[config.mk]
export PLATFORM = sky130hd
export DESIGN_NAME = sdlx_exec_stage
export DESIGN_NICKNAME = d
export VERILOG_FILES = /design/src/rtl/sdlx_exec_stage.sv
export SDC_FILE = /design/constraint.sdc
export NUM_CORES = 1
export LEC_CHECK = 0
export CAP_MARGIN = 15
export CORE_ASPECT_RATIO = 1.25
export CORE_MARGIN = 5
export CORE_UTILIZATION = 40
export DETAILED_ROUTE_END_ITERATION = 7
export DONT_BUFFER_PORTS = 1
export SYNTH_ARGS = -nofsm -noshare
export SYNTH_HDL_FRONTEND = slang
export SYNTH_SLANG_ARGS = --single-unit
[constraint.sdc]
create_clock -name clk -period 4.95 [get_ports clk]
set_clock_uncertainty 0.15 [all_clocks]
set_input_delay 0.2475 -clock clk [delete_from_list [all_inputs] [get_ports clk]]
set_output_delay 0.2475 -clock clk [all_outputs]
set_load 0.03 [all_outputs]
[src/rtl/sdlx_exec_stage.sv]
// sdlx_exec_stage: SDLX R-type execute stage with operand bypass and register-file writeback.
// Ports:
//   clk, rst                 clock, synchronous active-high reset
//   in_valid/in_ready        instruction handshake, transfer when both high at posedge
//   in_func                  ALU function code
//   in_rd/in_rs1/in_rs2      destination and source register numbers
//   in_a/in_b                register-file read data for rs1/rs2
//   wb_we/wb_rd/wb_din       register-file write port, result visible one cycle after accept
//   busy                     iterative multiply in progress
//   err_illegal              one-cycle pulse after an accepted undefined function code
// Optional feature: define SDLX_MUL_EN to build in the iterative MUL (code 12) and its FSM.
module sdlx_exec_stage (
    input  logic        clk,
    input  logic        rst,
    input  logic        in_valid,
    output logic        in_ready,
    input  logic [3:0]  in_func,
    input  logic [4:0]  in_rd,
    input  logic [4:0]  in_rs1,
    input  logic [4:0]  in_rs2,
    input  logic [31:0] in_a,
    input  logic [31:0] in_b,
    output logic        wb_we,
    output logic [4:0]  wb_rd,
    output logic [31:0] wb_din,
    output logic        busy,
    output logic        err_illegal
);
    logic [31:0] a, b, res;
    logic        legal, accept;
    // Forward the result being written this cycle; r0 is never forwarded.
    assign a = (wb_we && in_rs1 != 5'd0 && in_rs1 == wb_rd) ? wb_din : in_a;
    assign b = (wb_we && in_rs2 != 5'd0 && in_rs2 == wb_rd) ? wb_din : in_b;
    assign accept = in_valid && in_ready;
    always_comb begin
        res = 32'd0;
        case (in_func)
            4'd0:    res = a + b;
            4'd1:    res = a - b;
            4'd2:    res = a & b;
            4'd3:    res = a | b;
            4'd4:    res = a ^ b;
            4'd5:    res = a << b[4:0];
            4'd6:    res = a >> b[4:0];
            4'd7:    res = $signed(a) >>> b[4:0];
            4'd8:    res = {31'd0, $signed(a) < $signed(b)};
            4'd9:    res = {31'd0, $signed(a) > $signed(b)};
            4'd10:   res = {31'd0, a == b};
            4'd11:   res = {31'd0, a != b};
            default: res = 32'd0;
        endcase
    end
`ifdef SDLX_MUL_EN
    localparam logic [0:0] IDLE = 1'b0;
    localparam logic [0:0] MUL  = 1'b1;
    logic [0:0]  state;
    logic [4:0]  cnt;
    logic [4:0]  mul_rd;
    logic [31:0] mcand, mplier, acc, partial;
    assign legal    = in_func <= 4'd12;
    assign in_ready = !rst && state == IDLE;
    assign busy     = state == MUL;
    assign partial  = mplier[0] ? mcand : 32'd0;
`else
    assign legal    = in_func <= 4'd11;
    assign in_ready = !rst;
    assign busy     = 1'b0;
`endif
    always_ff @(posedge clk) begin
        if (rst) begin
            wb_we       <= 1'b0;
            wb_rd       <= 5'd0;
            wb_din      <= 32'd0;
            err_illegal <= 1'b0;
`ifdef SDLX_MUL_EN
            state       <= IDLE;
            cnt         <= 5'd0;
`endif
        end else begin
            wb_we       <= 1'b0;
            err_illegal <= 1'b0;
            if (accept) begin
                if (!legal)
                    err_illegal <= 1'b1;
`ifdef SDLX_MUL_EN
                else if (in_func == 4'd12) begin
                    state  <= MUL;
                    cnt    <= 5'd0;
                    mcand  <= a;
                    mplier <= b;
                    acc    <= 32'd0;
                    mul_rd <= in_rd;
                end
`endif
                else if (in_rd != 5'd0) begin
                    wb_we  <= 1'b1;
                    wb_rd  <= in_rd;
                    wb_din <= res;
                end
            end
`ifdef SDLX_MUL_EN
            // One multiplier bit per cycle; the last partial sum goes straight to writeback.
            if (state == MUL) begin
                acc    <= acc + partial;
                mcand  <= mcand << 1;
                mplier <= mplier >> 1;
                cnt    <= cnt + 5'd1;
                if (cnt == 5'd31) begin
                    state <= IDLE;
                    if (mul_rd != 5'd0) begin
                        wb_we  <= 1'b1;
                        wb_rd  <= mul_rd;
                        wb_din <= acc + partial;
                    end
                end
            end
`endif
        end
    end
endmodule

Yosys cells after proc, flatten, opt, wreduce, memory -nomap -nowiden

Index checks and enable logic that the tools add are counted.

Register bits after elaboration: 39
Input bits: 86
Output and inout bits: 41
Logic and storage cells: 50

$add $sub $neg: 2
Order comparisons: 3
Equality and inequality tests: 15
Shift operators: 3
Mux-type cells: 5
Bitwise operators: 5
Reduce and logical (&&, ||, !) cells: 13

Operators by type and width:

| kind               | count |
|---|---|
| $pmux 32 s12       | 1 |
| $mux 32            | 2 |
| $add 32x32->32     | 1 |
| $and 32x32->32     | 1 |
| $eq 32x32->1       | 1 |
| $gt 32x32->1       | 1 |
| $lt 32x32->1       | 1 |
| $ne 32x32->1       | 1 |
| $or 32x32->32      | 1 |
| $shl 32x5->32      | 1 |
| $shr 32x5->32      | 1 |
| $sshr 32x5->32     | 1 |
| $sub 32x32->32     | 1 |
| $xor 32x32->32     | 1 |
| $eq 4x3->1 const B | 4 |
| $eq 4x4->1 const B | 4 |
| $reduce_bool 5->1  | 3 |
| $eq 5x5->1         | 2 |
| $eq 4x2->1 const B | 2 |
| $logic_and 1x1->1  | 5 |
| $eq 4x1->1 const B | 1 |
| $le 4x4->1 const B | 1 |
| $logic_not 4->1    | 1 |
| $reduce_and 3->1   | 1 |
| other kinds (5)    | 7 |

Longest topological paths before layout

Depth after elaboration: 6
Gate-level depth with buffers: 21
Mapped depth without buffers: 18

Least setup slack after synthesis

OpenSTA, ideal clock, no wires.

Path type: register -> register
Start: reg wb_rd[3]
End: reg wb_din[27]
Setup time: 0.134 ns
Arrival time: 4.751 ns
Data required time: 4.666 ns
Path slack: -0.085 ns
Cell stages (with the launch flop): 20
Buffers on the path: 4
Clock period less this slack: 5.035 ns
Path through: dfxtp_1 nor4_2 o21a_4 nor3_2 buf_2 mux2i_2 clkbuf_1 clkbuf_1 ha_1 clkbuf_1 o21ai_0 nor2_1 nor4_1 a21oi_2 a211oi_1 a21oi_2 or4b_1 o21ai_0 a2111oi_0 a21oi_1

Longest elaborated chain between the ends: 5
Elaborated cells on any way between the ends: 15
Classes of those cells: add/sub: 2; eq/ne: 2; shift: 3; mux: 3; bitwise: 3; reduce/logical: 2

RTL lines:

| item                                   | line   | source |
|---|---|---|
| start: declaration                     | 24     | `output logic [4:0] wb_rd,` |
| start signal: assignment               | 97     | `wb_rd <= in_rd;` |
| $eq 5x5->1 (on tied branches)          | 32, 33 |  |
| $logic_and 1x1->1 (on tied branches)   | 32, 33 |  |
| $mux 32 (on tied branches)             | 32, 33 |  |
| $sub 32x32->32 (tied with other cells) | 39     | `4'd1: res = a - b;` |
| $pmux 32 s12 (*)                       | 37     | `case (in_func)` |
| end signal: assignment                 | 98     | `wb_din <= res;` |
| end: declaration                       | 25     | `output logic [31:0] wb_din,` |

Mark *: on every way between the ends. The rest lies on a longest branch, timed or not.
A chain may end at the register's enable or synchronous reset.

Worst setup path in the final report

Start: reg wb_rd[1]
End: reg wb_din[21]

Same word-level chain as after synthesis.

==> metrics.md <==
| Metric | Value |
|---|---|
| Dpl hpwl | 47.6 mm |
| Post-synth EDFFs | 0 |
| DP Cell Count | 2112 |
| First-pass GRT wire length | 89.8 mm |
| Status | complete, but fails checks |
| R2R cell count | 18 |
| Crit path arrival time | 4790 ps |
| Kind of critical path | flop to flop |
| I/O pin count | 127 |
| Worst setup SP type | flop |
| Worst Tran Pin Value | 922 ps |
| Distinct cells, synth | 93 |
| Non-filler cells, final | around 2.1k |
| MaxCap Viol Count | 0 |
| R2r setup slk | about 170 ps |
| Critical Path Fanout Max | 8 |
| Post-DRT Antenna Nets | 0 |
| Ant diodes | 0 |
| RSZ-0062 raised after global routing | false |
| Hold path depth | 2 |
| Worst skew pair latency | 310 ps |
| Synth warnings | 0 |
| Clock sinks | 39 |
| Initial detailed-routing violation count | 2008 |
| Port Buf Inserts | 0 |
| Vias in the first global route | approximately 14k |
| Fill count | 3176 |
| Chip height | 201 µm |
| # nets final | 1924 |
| Core Area | between 20000 and 30000 µm² |
| Routed via count | 14.4k |
| CP Capture Type | flop |
| Flip-flop and latch area | 786 µm² |
| #FFs+latches synth | 39 |
| Max-slew headroom | 36.9% |
| CTS tree | done |
| Mapped Cells | 1722 |
| Post-Route WL | 61.1 mm |
| Max-slew violations | 0 |
| Grt ovf | 0 |
| Sequential cell area fraction in the yosys report | 6.68% |
| Reg clk slew, reported paths | 80 ps |
| Total track usage | a little over a third |
| Leakage power | 5.51 nW |
| Layout area overhead | 11.7% |
| Initial antenna violation count | 2 |
| Fin util | 44.9% |
| Area of the multi-input gates | 10000 µm² |
| Commonest non-fill, non-tap cell in the layout | nand2_1 |
| R2r startpoint | wb_rd[1] |
| Most frequent cells in the layout | 169 x nand2_1, 137 x a21oi_1, 136 x o21ai_0, 135 x nor2_1, 126 x buf_4 |
| Die Width | 163 µm |
| Failing checks | DRC |
| Asr flop ratio synth | 0% |
| Synth Cell Area | 11700 µm² |
| Pin count of the biggest net entering global routing | 83 |
| Routed len/inst | 28.6 µm |
| Post-route setup TNS | 0 ps |
| Initial Util | between 40% and 50% |
| CTS H-Tree Depth | 2 |
| Hold crit path type | primary input to flop |
| Reg2reg end | wb_din[21] |
| Rows | 70 |
| Share of cells above drive strength 1 | 14.5% |
| RD Place Congestion | 1.02 |
| Final Hold Fails | 0 |
| Root Driver | clkbuf_16 |
| Most used DFF post-synth | dfxtp_1 |
| Initial DRT Pass Iterations | 8 |
| Final Critical Period | 4780 ps |
| Worst EP required | just under 5000 ps |
| Avg Inst Size Synth | approximately 6.8 µm² |
| Hold WS | 77.5 ps |
| Longest Clk Path Bufs | 2 |
| Syn Nets | approximately 1.9k |
| # DRC | 1 |
| Die area | 32700 µm² |
| Hold path endpoint | wb_din[0] |
| Via density | 6.77 |
| Setup-failing EPs final | 0 |
| Hold Startpoint | in_func[3] |
| Final period utilization | 96.5% |
| Worst ir drop on vdd | 0.148 mV |
| Total CTS buffers | 5 |
| F_max | 209 MHz |
| Pwr dens | 168 nW/µm² |
[layer usage]
layer / GRT usage [%] / wire length [µm] / vias to the layer above
met2: 57.2 / 27800 / 887
met4: 14.3 / 2930 / 4
li1: - / - / 6444
met1: 47.6 / 24400 / 6947
met5: 0 / 20 / -
met3: 6.37 / 5890 / 163
[through the flow]
| step | area, µm² | worst slack (ps) | total power (W) |
|---|---|---|---|
| floorplan | 11700 | 14.5 | 0.00122 |
| detailed placement | 12600 | -18.8 | 0.00166 |
| CTS | 12900 | 15.2 | 0.00214 |
| finish | 13000 | 173 | 0.00219 |
| global route | 13000 | 4.37 | 0.00228 |
| global placement | 12600 | 55.9 | 0.00166 |
[report_power, final]
group          switching [W]  internal [W]
Sequential         0.0000658      0.000334
Combinational       0.000856      0.000466
Clock               0.000179      0.000290
Total                0.00110       0.00109
[repair_timing]
action / in CTS / in global routing
buffers inserted: 0 / 2
gates resized for setup: 2 / 23
hold buffers: 11 / 0
setup endpoints to repair: 2 / 12
endpoints found under the hold margin: 12 / 0
pin swaps: 0 / 6
[logic make-up (layout without fill, tap and decap cells)]
logic type / count (synthesis) / after routing / synth area share, %
flip-flops: 39 / 39 / 6.68
other: 1 / 1 / 0.0321
AO/OA/AOI/OAI: 627 / 627 / 35.6
AND/OR/NAND/NOR: 517 / 517 / 20.7
multiplexers: 171 / 171 / 15.8
XOR/XNOR: 21 / 21 / 1.57
adder cells (fa/ha/maj): 102 / 102 / 11.1
buffers and inverters: 244 / 259 / 8.58
[registers in the layout (all words and copies together), names as in the netlist]
name and count:
err_illegal 1, wb_din 32, wb_rd 5, wb_we 1
[cell usage after synthesis (6+ instances only)]
| library cell | n | share of area (%) |
|---|---|---|
| nor2b_1 | 10 | 0.54 |
| mux2i_2 | 8 | 0.94 |
| nor2_1 | 138 | 4.4 |
| a22o_1 | 6 | 0.45 |
| and2_1 | 10 | 0.54 |
| nor4_1 | 20 | 1.1 |
| a2111oi_0 | 9 | 0.67 |
| a211oi_1 | 30 | 1.9 |
| nand2_1 | 170 | 5.5 |
| mux2i_1 | 117 | 10 |
| o22ai_1 | 15 | 0.80 |
| dfxtp_1 | 39 | 6.7 |
| mux2_2 | 40 | 3.9 |
| a21o_1 | 23 | 1.5 |
| and3_1 | 10 | 0.54 |
| inv_1 | 106 | 3.4 |
| buf_2 | 32 | 1.4 |
| clkbuf_1 | 91 | 2.9 |
| o211ai_1 | 44 | 2.8 |
| ha_1 | 100 | 11 |
| or2_2 | 14 | 0.75 |
| o31ai_1 | 22 | 1.4 |
| nor3_1 | 39 | 1.7 |
| nand4_1 | 19 | 1.0 |
| o21bai_1 | 13 | 0.84 |
| a41oi_1 | 6 | 0.45 |
| xnor2_1 | 18 | 1.3 |
| o2111ai_1 | 6 | 0.45 |
| a22oi_1 | 17 | 1.1 |
| nand3_1 | 40 | 1.7 |
| o221ai_1 | 14 | 1.0 |
| a221o_1 | 6 | 0.51 |
| o21ai_0 | 138 | 5.9 |
| a21oi_1 | 138 | 5.9 |
| o31a_1 | 8 | 0.60 |
| nand2b_1 | 11 | 0.59 |
| a31oi_1 | 41 | 2.2 |
| or3_1 | 15 | 0.80 |
| o21a_1 | 11 | 0.71 |
| a221oi_1 | 19 | 1.4 |
[how the worst max path moves through the flow]
stage	start	end	slack (ps)	cells after the start
final	wb_rd[1]	wb_din[21]	170	18
after global routing	wb_rd[4]	wb_din[22]	4	19
after CTS	wb_rd[4]	wb_din[0]	20	18
after detailed placement	wb_rd[4]	wb_din[27]	-20	17
after global placement	wb_rd[4]	wb_din[0]	60	18
after floorplan	wb_rd[4]	wb_din[22]	10	17
[worst max-delay path, cell delays in order (launching register included)]
cell      delay (ps)
dfxtp_2          360
xnor2_1          210
nand2_1          210
nor3_4           330
buf_6            190
mux2_2           350
ha_1             410
buf_4            200
nand2b_1         130
a21oi_1          200
o21a_1           210
o211ai_1         110
a31oi_1          220
a211oi_2          70
buf_4            180
a21oi_4          230
o22ai_1          110
o21ai_0          570
a31oi_1          180
[cell type report]
type	instances	share of cell area, %
Timing Repair Buffer	141	8.54
Clock buffer	5	0.959
Inverter	110	3.20
Clock inverter	3	0.518
Multi-Input combinational cell	1439	77.0
Sequential cell	39	6.02
Tap cell	396	3.80
No activity file was read; power rests on OpenSTA's default activity.
